### src/rtl/camera_pixel_packer.sv
// Camera capture front end: samples a parallel sensor bus, truncates and decimates pixels,
// packs them into words with in-band sop/eol marks, and buffers them in a show-ahead FIFO.
module camera_pixel_packer #(
  parameter int unsigned PIX_W        = 12,
  parameter int unsigned OUT_PIX_W    = 8,
  parameter int unsigned PIX_PER_WORD = 4,
  parameter int unsigned FIFO_DEPTH   = 16,
  localparam int unsigned WORD_W      = OUT_PIX_W * PIX_PER_WORD
) (
  input  logic              clk,
  input  logic              reset,
  input  logic              enable,
  input  logic [1:0]        skip,
  input  logic              frame_valid,
  input  logic              line_valid,
  input  logic [PIX_W-1:0]  data,
  output logic [WORD_W-1:0] out_data,
  output logic              out_sop,
  output logic              out_eol,
  output logic              out_valid,
  input  logic              out_ready,
  output logic [15:0]       frame_count,
  output logic              overflow,
  input  logic              clear_overflow,
  output logic              busy
);

  localparam int unsigned LaneW  = (PIX_PER_WORD > 1) ? $clog2(PIX_PER_WORD) : 1;
  localparam int unsigned AddrW  = $clog2(FIFO_DEPTH);
  localparam int unsigned EntryW = WORD_W + 2;

  typedef enum logic [1:0] {StIdle, StArmed, StCapture} state_e;

  // Input stage is deliberately not reset: after a reset mid-frame the edge detectors must keep
  // seeing the true sensor level, otherwise the remainder of that frame looks like a new frame.
  logic                 fv_q, lv_q, fv_prev_q, lv_prev_q;
  logic [OUT_PIX_W-1:0] pix_q;

  always_ff @(posedge clk) begin
    fv_q      <= frame_valid;
    lv_q      <= line_valid;
    fv_prev_q <= fv_q;
    lv_prev_q <= lv_q;
    pix_q     <= data[PIX_W-1 -: OUT_PIX_W];
  end

  if (PIX_W > OUT_PIX_W) begin : g_lsb
    logic unused_lsb;
    assign unused_lsb = ^data[PIX_W-OUT_PIX_W-1:0];
  end

  state_e              state_q;
  logic [15:0]         frame_count_q;
  logic [1:0]          skip_q, decim_q, decim_eff;
  logic [WORD_W-1:0]   asm_q, asm_ins, pend_q, cm_word;
  logic [LaneW-1:0]    asm_cnt_q;
  logic                pend_valid_q, sop_flag_q;
  logic                fv_rise, fv_fall, lv_rise, lv_fall;
  logic                capturing, keep, asm_full, line_end;
  logic                cm_valid, cm_eol;
  logic                wr_q;
  logic [EntryW-1:0]   wr_entry_q;
  logic                overflow_q;

  logic [EntryW-1:0]   mem [FIFO_DEPTH];
  logic [AddrW:0]      wr_ptr_q, rd_ptr_q;
  logic                fifo_full, fifo_empty, fifo_push, fifo_pop;
  logic [EntryW-1:0]   head;

  assign fv_rise   = fv_q & ~fv_prev_q;
  assign fv_fall   = ~fv_q & fv_prev_q;
  assign lv_rise   = lv_q & ~lv_prev_q;
  assign lv_fall   = ~lv_q & lv_prev_q;
  assign capturing = (state_q == StCapture);
  assign line_end  = capturing & lv_fall;
  assign decim_eff = lv_rise ? 2'd0 : decim_q;
  assign keep      = capturing & fv_q & lv_q & (decim_eff == 2'd0);
  assign asm_full  = (asm_cnt_q == LaneW'(PIX_PER_WORD - 1));

  always_comb begin
    asm_ins = asm_q;
    for (int unsigned i = 0; i < PIX_PER_WORD; i++) begin
      if (asm_cnt_q == LaneW'(i)) asm_ins[i*OUT_PIX_W +: OUT_PIX_W] = pix_q;
    end
  end

  // A full word waits in pend_q until we know whether it closes the line.
  always_comb begin
    cm_valid = 1'b0;
    cm_eol   = 1'b0;
    cm_word  = pend_q;
    if (keep && pend_valid_q) begin
      cm_valid = 1'b1;
    end else if (line_end) begin
      if (pend_valid_q) begin
        cm_valid = 1'b1;
        cm_eol   = 1'b1;
      end else if (asm_cnt_q != '0) begin
        cm_valid = 1'b1;
        cm_eol   = 1'b1;
        cm_word  = asm_q;
      end
    end
  end

  assign fifo_empty = (wr_ptr_q == rd_ptr_q);
  assign fifo_full  = (wr_ptr_q[AddrW] != rd_ptr_q[AddrW]) &&
                      (wr_ptr_q[AddrW-1:0] == rd_ptr_q[AddrW-1:0]);
  assign fifo_push  = wr_q & ~fifo_full;
  assign fifo_pop   = ~fifo_empty & out_ready;

  always_ff @(posedge clk) begin
    if (reset) begin
      state_q       <= StIdle;
      frame_count_q <= '0;
      skip_q        <= '0;
      decim_q       <= '0;
      asm_q         <= '0;
      asm_cnt_q     <= '0;
      pend_q        <= '0;
      pend_valid_q  <= 1'b0;
      sop_flag_q    <= 1'b0;
      wr_q          <= 1'b0;
      wr_entry_q    <= '0;
      overflow_q    <= 1'b0;
      wr_ptr_q      <= '0;
      rd_ptr_q      <= '0;
    end else begin
      case (state_q)
        StIdle: begin
          if (enable) state_q <= StArmed;
        end
        StArmed: begin
          if (fv_rise) begin
            state_q      <= StCapture;
            skip_q       <= skip;
            sop_flag_q   <= 1'b1;
            asm_q        <= '0;
            asm_cnt_q    <= '0;
            pend_valid_q <= 1'b0;
          end
        end
        StCapture: begin
          if (fv_fall) begin
            frame_count_q <= frame_count_q + 16'd1;
            state_q       <= enable ? StArmed : StIdle;
          end
        end
        default: state_q <= StIdle;
      endcase

      if (lv_q) decim_q <= (decim_eff == skip_q) ? 2'd0 : decim_eff + 2'd1;

      if (cm_valid) begin
        pend_valid_q <= 1'b0;
        sop_flag_q   <= 1'b0;
      end

      if (keep) begin
        if (asm_full) begin
          pend_q       <= asm_ins;
          pend_valid_q <= 1'b1;
          asm_q        <= '0;
          asm_cnt_q    <= '0;
        end else begin
          asm_q     <= asm_ins;
          asm_cnt_q <= asm_cnt_q + LaneW'(1);
        end
      end

      if (line_end) begin
        asm_q     <= '0;
        asm_cnt_q <= '0;
      end

      wr_q       <= cm_valid;
      wr_entry_q <= {sop_flag_q, cm_eol, cm_word};

      if (fifo_push) wr_ptr_q <= wr_ptr_q + 1'b1;
      if (fifo_pop)  rd_ptr_q <= rd_ptr_q + 1'b1;

      // Full is judged before this cycle's pop; set wins over clear.
      if (clear_overflow)     overflow_q <= 1'b0;
      if (wr_q && fifo_full)  overflow_q <= 1'b1;
    end
  end

  always_ff @(posedge clk) begin
    if (fifo_push) mem[wr_ptr_q[AddrW-1:0]] <= wr_entry_q;
  end

  assign head        = mem[rd_ptr_q[AddrW-1:0]];
  assign out_valid   = ~fifo_empty;
  assign out_data    = fifo_empty ? '0 : head[WORD_W-1:0];
  assign out_eol     = ~fifo_empty & head[WORD_W];
  assign out_sop     = ~fifo_empty & head[WORD_W+1];
  assign frame_count = frame_count_q;
  assign overflow    = overflow_q;
  assign busy        = capturing;

endmodule
### config.mk
export PLATFORM = sky130hd
export DESIGN_NAME = camera_pixel_packer
export DESIGN_NICKNAME = d
export VERILOG_FILES = /design/src/rtl/camera_pixel_packer.sv
export SDC_FILE = /design/constraint.sdc
export NUM_CORES = 1
export LEC_CHECK = 0
export BUFFER_PORTS_ARGS = -buffer_cell sky130_fd_sc_hd__buf_2
export CAP_MARGIN = 40
export CORE_ASPECT_RATIO = 2
export CORE_MARGIN = 5
export CORE_UTILIZATION = 60
export DETAILED_ROUTE_END_ITERATION = 10
export HOLD_SLACK_MARGIN = 0.1
export PLACE_DENSITY_LB_ADDON = 0.3
export SYNTH_ARGS = -nofsm -noshare
export SYNTH_HDL_FRONTEND = slang
export SYNTH_SLANG_ARGS = --single-unit
### constraint.sdc
create_clock -name clk -period 5.4 [get_ports clk]
set_input_delay 0 -clock clk [delete_from_list [all_inputs] [get_ports clk]]
set_output_delay 0 -clock clk [all_outputs]
set_load 0.1 [all_outputs]
==> summary.txt <==
status = finished clean
Max VDD drop = 0.000270 V
Routed Antenna Nets = 0
multi-input logic area = 0.00673 sq mm
worst-case reg-to-reg path depth = 5
CTS root buf = clkbuf_16
first-pass GRT wire length = 90000 microns
Net Sw Power = 1.84 mW
GPL Wtd Cong = 0.816
Std-Cell Rows = 109
clock tree buffer depth = 3
total CTS buffers = 54
CTS tree = built
Final Cycle Share = 0.694
num ports = 74
Mapped Cells = 1526
final WL = 58700 microns
top_reg_cell synth = edfxtp_1
count of cell types in the netlist = 65
setup tns final = 0 ns
WP data arrival = 3.75 ns
final setup fails = 0
GRT Total Usage = 0.242
Startpoint Class = flop
switching share of power = 0.184
chip height = 307 microns
max-cap violation count = 0
vias per cell = 6.37
Synth Warn # = 0
share of layout cells above drive strength 1 = 0.230
Area Overhead vs Synth = 11.9%
CP required = 5.40 ns
hold endpoint = skip_q[0]
Synth top cells by count = edfxtp_1, dfxtp_1, mux4_2
Starting Density = 0.603
Residual DRC = 0
power density cells = 337 mW/mm^2
vias in the first global route = 14729
ys async rst share = 0
Die Wd = 159 microns
RSZ-0062 raised after global routing = false
Mapped Avg Cell Area = 17.4 sq um
PortBufs = 69
path type of the worst min-delay path = input port to flop
min-delay src = skip[0]
Initial DRT Pass Iterations = 6
cts repair resizes = 0
Final Hold Viols = 0
CP Class = flop to output port
# fillers = 2828
syn_nets = 1558
Post-synth EDFFs = 544
Vias = 14144
CP Capture Type = output port
initial antenna violation count = 1
largest net degree at the start of global routing = 85
fmax = 0.267 GHz
total die area = 0.0488 sq mm
Clock transition at path regs = 0.07 ns
post-DP HPWL = 32400 microns
H-tree depth = 2
logic gate share of total power = 0.007
most numerous cell in the Yosys netlist = edfxtp_1
reg2reg start = state_q[1]
Core Region = 0.0441 sq mm
worst-margin pin slew = 0.882 ns
Slew headroom = 0.410
Clock power frac = 0.421
register share of total power = 0.572
hold depth = 4
post-synthesis sequential area ratio = 0.730
clock skew = 0.0167 ns
Congestion Overflow GR = 0
Nets = 1651
DRT iter0 DRCs = 1215
fin crit period = 3.75 ns
P_leak = 9.56 nW
CP max FO = 37
Seq cells post-synth = 696
Mapped Area = 0.0265 sq mm
leading area contributor after synthesis = edfxtp_1
Synth area leaders = edfxtp_1, mux4_2, dfxtp_1
FF+latch area = 0.0194 sq mm
top cell type's share of synthesized area = 0.615
Final Max Slew Viols = 0
# clock sinks = 696
Total Power = 10.0 mW
Inserted Diodes = 0
R2R Setup Slk = 2.71 ns
r2r endpoint = wr_entry_q[17]
Cell Int Power = 8.15 mW
Wirelength per Cell = 26.5 microns
Skew-Pair Late Insertion Delay = 0.58 ns
[cell usage in the layout (no fill, tap or decap), drive strengths merged, types with 5 or more instances in the layout]
| cell type | instances |
|---|---|
| a211oi | 24 |
| edfxtp | 544 |
| clkinv | 14 |
| nand3 | 34 |
| nand2 | 96 |
| dfxtp | 152 |
| nand4 | 6 |
| o21ai | 30 |
| o22ai | 69 |
| mux4 | 136 |
| clkbuf | 73 |
| nand2b | 6 |
| nor2b | 11 |
| dlygate4sd3 | 27 |
| xnor2 | 10 |
| inv | 12 |
| buf | 104 |
| ha | 11 |
| and3 | 17 |
| nor4 | 6 |
| mux2i | 27 |
| bufinv | 10 |
| mux2 | 10 |
| and2 | 11 |
| a21oi | 79 |
| xor2 | 5 |
| nor2 | 60 |
| nor3 | 41 |
[power groups by stage]
stage / Clock [mW] / Sequential [mW] / Combinational [mW]
after global placement: 0 / 5.83 / 0.0536
after CTS: 4.27 / 5.71 / 0.0737
final: 4.21 / 5.72 / 0.0737
after detailed placement: 0 / 5.83 / 0.0595
after floorplan: 0 / 5.82 / 0.0425
after global routing: 4.51 / 5.71 / 0.0811
[routing by layer]
| layer | vias to the layer above | global-route usage | wire length, microns |
|---|---|---|---|
| met1 | 7180 | 0.298 | 20800 |
| met5 | - | 0 | 0 |
| met2 | 638 | 0.440 | 32000 |
| li1 | 6219 | - | - |
| met4 | 0 | 0.0877 | 2050 |
| met3 | 107 | 0.0297 | 3830 |
[cell type report]
cell class                      count  share of cell area
Sequential cell                   696               0.653
Multi-Input combinational cell    725               0.227
Clock buffer                       73              0.0503
Timing Repair Buffer              131              0.0322
Tap cell                          555              0.0234
Clock inverter                     28              0.0134
Inverter                           11             0.00139
[per-stage QoR]
step / std cells / hold slack [ns] / area (sq um) / util / setup slack, ns
global placement: 2085 / 0.103 / 27400 / 0.622 / 2.11
detailed placement: 2091 / 0.105 / 27500 / 0.625 / 2.09
finish: 2219 / 0.219 / 29700 / 0.674 / 1.65
global route: 2219 / 0.262 / 29700 / 0.674 / 1.42
floorplan: 1526 / 0.0277 / 26500 / - / 2.08
CTS: 2219 / 0.168 / 29700 / 0.674 / 1.47
[repair_timing]
action,CTS,global route
buffers inserted,0,0
hold buffers,27,0
hold endpoints to repair,35,0
[logic make-up after synthesis]
| group | share of synthesized area |
|---|---|
| flip-flops | 0.730 |
| AND/OR/NAND/NOR | 0.0594 |
| AO/OA/AOI/OAI | 0.0518 |
| multiplexers | 0.130 |
| buffers and inverters | 0.0187 |
| XOR/XNOR | 0.00495 |
| adder cells (fa/ha/maj) | 0.00518 |
[critical path, stage by stage (launching register included)]
cell	delay, ns
dfxtp_4	0.87
buf_4	0.73
mux4_2	0.36
o22ai_1	0.10
nor3_1	0.54
buf_2	0.54
[worst max-delay path by stage]
stage / cells after the start / slack (ns) / start / to
global route: 5 / 1.42 / flop / out_data[31]
CTS: 5 / 1.47 / flop / out_data[31]
finish: 5 / 1.65 / flop / out_data[31]
global placement: 5 / 2.11 / flop / out_data[31]
detailed placement: 5 / 2.09 / flop / out_data[31]
floorplan: 7 / 2.08 / flop / out_data[10]
[flip-flops by register name, summed over array words and instances (netlist names), 2 cells and up, named ones only]
name         flops
wr_ptr_q         5
frame_count     16
pix_q            8
rd_ptr_q         5
asm_cnt_q        2
asm_q           32
mem            544
pend_q          32
skip_q           2
wr_entry_q      34
state_q          2
decim_q          2
Note: power is estimated with default switching activity, not from simulation.
